**config.mk**
```make
export PLATFORM = sky130hd
export DESIGN_NAME = wb_port_arbiter
export DESIGN_NICKNAME = d
export VERILOG_FILES = /design/src/rtl/wb_port_arbiter.sv
export SDC_FILE = /design/constraint.sdc
export NUM_CORES = 1
export LEC_CHECK = 0
export ABC_CLOCK_PERIOD_IN_PS = 3200
export CORE_MARGIN = 3
export CORE_UTILIZATION = 25
export CTS_BUF_LIST = sky130_fd_sc_hd__clkbuf_4 sky130_fd_sc_hd__clkbuf_8
export DETAILED_ROUTE_END_ITERATION = 10
export PLACE_DENSITY = 0.51
export SLEW_MARGIN = 40
export SYNTH_ARGS = -nofsm -noshare
export SYNTH_HDL_FRONTEND = slang
export SYNTH_SLANG_ARGS = --single-unit
```
**constraint.sdc**
```tcl
create_clock -name clk -period 3.2 [get_ports clk]
set_input_delay 0.64 -clock clk [delete_from_list [all_inputs] [get_ports clk]]
set_output_delay 0.64 -clock clk [all_outputs]
set_load 0.05 [all_outputs]
```
**src/rtl/wb_port_arbiter.sv**
```systemverilog
// Register-file write-port arbiter: pipeline write-back always wins, mul/div results queue in a FIFO.
// Zero-latency write mux; md_ready drops when the FIFO is full; stall_req asks for a bubble on starvation.
module wb_port_arbiter #(
    parameter int WIDTH        = 32,
    parameter int DEPTH        = 2,
    parameter int STARVE_LIMIT = 4
) (
    input  logic                       clk,
    input  logic                       reset,
    input  logic                       wb_we,
    input  logic [4:0]                 wb_wn,
    input  logic [WIDTH-1:0]           wb_wd,
    input  logic                       md_valid,
    output logic                       md_ready,
    input  logic [4:0]                 md_wn,
    input  logic [WIDTH-1:0]           md_wd,
    output logic                       rf_we,
    output logic [4:0]                 rf_wn,
    output logic [WIDTH-1:0]           rf_wd,
    output logic                       stall_req,
    input  logic [4:0]                 rs_q,
    input  logic [4:0]                 rt_q,
    output logic                       rs_pend,
    output logic                       rt_pend,
    output logic [$clog2(DEPTH+1)-1:0] q_count
);

    localparam int CW = $clog2(DEPTH + 1);
    localparam int PW = $clog2(DEPTH);
    localparam int SW = $clog2(STARVE_LIMIT + 1);

    logic [4:0]       r_fifo_wn [DEPTH];
    logic [WIDTH-1:0] r_fifo_wd [DEPTH];
    logic [PW-1:0]    r_wptr;
    logic [PW-1:0]    r_rptr;
    logic [CW-1:0]    r_count;
    logic [SW-1:0]    r_starve;

    logic          w_pipe_busy;
    logic          w_not_empty;
    logic          w_md_fire;
    logic          w_md_nz;
    logic          w_pop;
    logic          w_write_through;
    logic          w_push;
    logic          w_rs_hit;
    logic          w_rt_hit;
    logic [PW-1:0] w_off;

    assign w_pipe_busy     = wb_we && (wb_wn != 5'd0);
    assign w_not_empty     = (r_count != CW'(0));
    assign md_ready        = reset && (r_count != CW'(DEPTH));
    assign w_md_fire       = md_valid && md_ready;
    assign w_md_nz         = (md_wn != 5'd0);
    assign w_pop           = reset && !w_pipe_busy && w_not_empty;
    assign w_write_through = reset && !w_pipe_busy && !w_not_empty && w_md_fire && w_md_nz;
    assign w_push          = w_md_fire && w_md_nz && !w_write_through;

    assign q_count   = r_count;
    assign stall_req = (r_starve == SW'(STARVE_LIMIT));

    always_comb begin
        rf_we = 1'b0;
        rf_wn = wb_wn;
        rf_wd = wb_wd;
        if (reset) begin
            if (w_pipe_busy) begin
                rf_we = 1'b1;
            end else if (w_not_empty) begin
                rf_we = 1'b1;
                rf_wn = r_fifo_wn[r_rptr];
                rf_wd = r_fifo_wd[r_rptr];
            end else if (w_md_fire && w_md_nz) begin
                rf_we = 1'b1;
                rf_wn = md_wn;
                rf_wd = md_wd;
            end
        end
    end

    // Payload storage needs no reset; validity lives in the pointers and count.
    always_ff @(posedge clk) begin
        if (w_push) begin
            r_fifo_wn[r_wptr] <= md_wn;
            r_fifo_wd[r_wptr] <= md_wd;
        end
    end

    always_ff @(posedge clk or negedge reset) begin
        if (!reset) begin
            r_wptr   <= '0;
            r_rptr   <= '0;
            r_count  <= '0;
            r_starve <= '0;
        end else begin
            if (w_push) begin
                r_wptr <= r_wptr + PW'(1);
            end
            if (w_pop) begin
                r_rptr <= r_rptr + PW'(1);
            end
            case ({w_push, w_pop})
                2'b10:   r_count <= r_count + CW'(1);
                2'b01:   r_count <= r_count - CW'(1);
                default: r_count <= r_count;
            endcase
            if (w_pop || !w_not_empty) begin
                r_starve <= '0;
            end else if (w_pipe_busy && (r_starve != SW'(STARVE_LIMIT))) begin
                r_starve <= r_starve + SW'(1);
            end
        end
    end

    // An entry is live when its distance from the read pointer is below the occupancy.
    always_comb begin
        w_rs_hit = 1'b0;
        w_rt_hit = 1'b0;
        w_off    = '0;
        for (int i = 0; i < DEPTH; i++) begin
            w_off = PW'(i) - r_rptr;
            if (CW'(w_off) < r_count) begin
                if (r_fifo_wn[i] == rs_q) w_rs_hit = 1'b1;
                if (r_fifo_wn[i] == rt_q) w_rt_hit = 1'b1;
            end
        end
    end

    assign rs_pend = (rs_q != 5'd0) && (w_rs_hit || (md_valid && (md_wn == rs_q)));
    assign rt_pend = (rt_q != 5'd0) && (w_rt_hit || (md_valid && (md_wn == rt_q)));

endmodule

```
==> flow_summary.yaml <==
placement:
  gp_congestion: 0.8875
  detailedPlacementHpwl_um: 8960
  number_of_buffers_inserted_by_port_buffering: 131
  dpl_cell_area_sq_um: 6445
  pre_cts_slack_ps: -78.52
outcome:
  run_status: "complete, no violations"
route:
  wirelength_um: 12050
  via_count: 3274
  drt_drc_violations_left: 0
  drt_iter0_drc: 156
  wire_per_inst_um: 16.92
  drt_pre_antenna_iters: 4
  avgViaCountPerCell: 4.598
  antenna_left: 0
critical_path:
  startpoint_of_the_worst_setup_timing_path: "wb_wn[4]"
  rr_endpoint: "q_count[1]$_DFFE_PN0P_"
  setup.worst_path.class: "input pin to output pin"
  arrival_ps: 2520
  reg2reg_depth: 7
  worstReg2RegStart: "q_count[0]$_DFFE_PN0P_"
  regToRegSetupSlack_ps: 1060
  worst-path-max-fanout: 11
  worstSetupStartpointType: "input pin"
  end_kind: "output pin"
  timing.critical_path.to: "rf_wn[3]"
  critPathRequiredTime_ps: 2560
floorplan:
  num_rows: 47
  effective_utilization_at_floorplan_pct: 25.72
  pin_count: 132
  fp.dieArea_sq_um: 18790
  chipWidth_um: 137.1
  core_region_area_sq_um: 16700
  die_h_um: 137.1
synthesis:
  syn-num-nets: 427
  postSynth.asyncResetShare_pct: 8.642
  synth_enable_flop_cells: 74
  syn-mean-instance-area_sq_um: 12.78
  yosys.cell_count.top_type: "edfxtp_1"
  syn_inst: 336
  total_of_flip_flops_plus_latches_after_synthesis: 81
  yosys-top-cells-area: "edfxtp_1, mux2i_1, dfrtp_1"
  synth_seq_area_share_pct: 55.81
  synth_top_cell_area_share_pct: 51.73
  synth.top_cells.by_count: "edfxtp_1, mux2i_1, inv_1, nand3_1"
  synth_ff_type: "edfxtp_1"
  syn-cell-area_sq_um: 4295
  netlist-cell-type-count: 41
  netlist.top_cell.by_area: "edfxtp_1"
  warnings_synthesis: 0
global_route:
  grt-ovfl-total: 0
  grt_first_pass_wirelength_um: 18710
  grt_pass1_vias: 3413
  number_of_antenna_violations_at_the_first_check_in_global_routing: 0
  grt_start_max_net_pins: 35
  overall_routing_resource_usage_pct: 12.92
sta:
  grt_setup_unrepaired: "yes"
  period_share_pct: 98.75
  setup-tns-final_ps: 0
  final-max-slew-violation-count: 0
  max-slew-margin-rel_pct: 59.02
  fin_skew_ps: 6.989
  max_freq_mhz: 316.5
  finalSetupViolations: 0
  worstMarginPinSlew_ps: 614.8
  finalHoldViolCount: 0
  fin_crit_ps: 3160
  worst_slack_ps: 40.06
cells_and_area:
  synthToLayoutAreaGrowth_pct: 56.22
  finish.instance_area_sq_um: 6710
  antennaDiodeCount: 0
  finish.net_count: 578
  final_layout_size_suffix_gt1_share_pct: 21.54
clock_network:
  htree_num_levels: 3
  tritoncts_num_sinks: 81
  path_clk_slew_ps: 90
  cts_made_buffers: 9
  clock_path_buffers: 2
  clock-root-buffer: "clkbuf_8"
  clock_tree_from_tritoncts: "yes"
  clk-insertion-delay-late_ps: 350
run:
  max_cap_violations: 0
pwr:
  peakVddDrop_mv: 0.2543
  power.static_leakage_nw: 2.524
  power_density_nw_per_um2: 665.6
  post-layout-total-power_mw: 4.466
worst_hold_path:
  timing.hold.worst.class: "flop to flop"
[area by class of cell]
class	instances	area, sq um
flip-flops and latches	81	2399
clock inverters	7	83.83
fillers	1588	9991
repair buffers	161	1984
clock buffers	9	123.9
multi-input cells	207	1743
inverters	27	101.3
well taps	220	275.3
[sequential cells by signal, summed over array words and instances, names as in the netlist]
register	flops
r_wptr	1
r_starve	3
r_fifo_wd	64
q_count	2
r_rptr	1
r_fifo_wn	10
[logic make-up (layout without fill, tap and decap cells)]
| family | Yosys count | after routing | synth area share [%] |
|---|---|---|---|
| xor+xnor | 35 | 35 | 7.137 |
| flops | 81 | 81 | 55.81 |
| buf+inv | 48 | 204 | 5.447 |
| fa+ha+maj | 3 | 3 | 0.8740 |
| mux | 37 | 37 | 8.622 |
| simple gates | 57 | 57 | 6.991 |
| compound gates | 75 | 75 | 15.12 |
[worst min path at each step]
stage	from	to	cells past startpoint
global route	r_wptr$_DFFE_PN0P_	r_wptr$_DFFE_PN0P_	1
detailed placement	r_wptr$_DFFE_PN0P_	r_wptr$_DFFE_PN0P_	1
floorplan	reset	q_count[0]$_DFFE_PN0P_	0
finish	r_wptr$_DFFE_PN0P_	r_wptr$_DFFE_PN0P_	1
global placement	r_starve[1]$_DFFE_PN0P_	r_starve[1]$_DFFE_PN0P_	1
CTS	r_wptr$_DFFE_PN0P_	r_wptr$_DFFE_PN0P_	1
[worst max-delay path: stages]
cell,delay [ps]
clkdlybuf4s50_1,450
nor3_2,290
buf_4,180
a31oi_2,100
buf_4,200
o32ai_1,390
buf_4,270
[cells in the final DEF, fill, tap and decap left out, drive strengths merged, types with 2 or more instances in the layout]
master         synthesis  final
inv                   27     31
ha                     3      3
xor2                  19     19
buf                   16     71
a31oi                  3      3
a211oi                 3      3
clkdlybuf4s50          0     90
or4                    3      3
a21oi                  5      5
nand2                  5      5
mux2i                 37     37
o22ai                  2      2
a32o                   2      2
o221ai                19     19
xnor2                 16     16
nor2                  12     12
o22a                  15     15
a2bb2oi               16     16
nand3                 22     22
nor4                   3      3
o2111ai                2      2
edfxtp                74     74
nor2b                  5      5
dfrtp                  7      7
nor3                   4      4
clkbuf                 5      9
[repair_timing]
action | 4_1_cts | 5_1_grt
hold buffers | 0 | 0
pin swaps | 1 | 0
endpoints found under the setup margin | 37 | 26
gates resized for setup | 1 | 9
setup buffers | 0 | 0
gates cloned | 0 | 0
[layer usage]
metal | part of all wire (%) | routed length, um | up-vias | global-route usage (%)
met4 | 0.78 | 94 | 0 | 3.215
met2 | 49 | 5955 | 116 | 21.99
met5 | 0 | 0 | - | 0
met1 | 43 | 5183 | 1546 | 16.46
li1 | - | - | 1603 | -
met3 | 6.8 | 816 | 9 | 3.199
[metrics by stage]
stage,util (%),std cells,hold slack (ps)
floorplan,-,336,344.4
global placement,38.59,696,534.7
detailed placement,38.59,696,540.5
CTS,39.86,712,557.7
global route,40.18,712,589.8
finish,40.18,712,552.0
[where the power goes]
group,switching (mW),internal (mW),leakage (nW)
Sequential,0.112,1.32,0.761
Combinational,1.22,1.03,1.66
Clock,0.405,0.376,0.103
(Power assumes the default switching activity.)
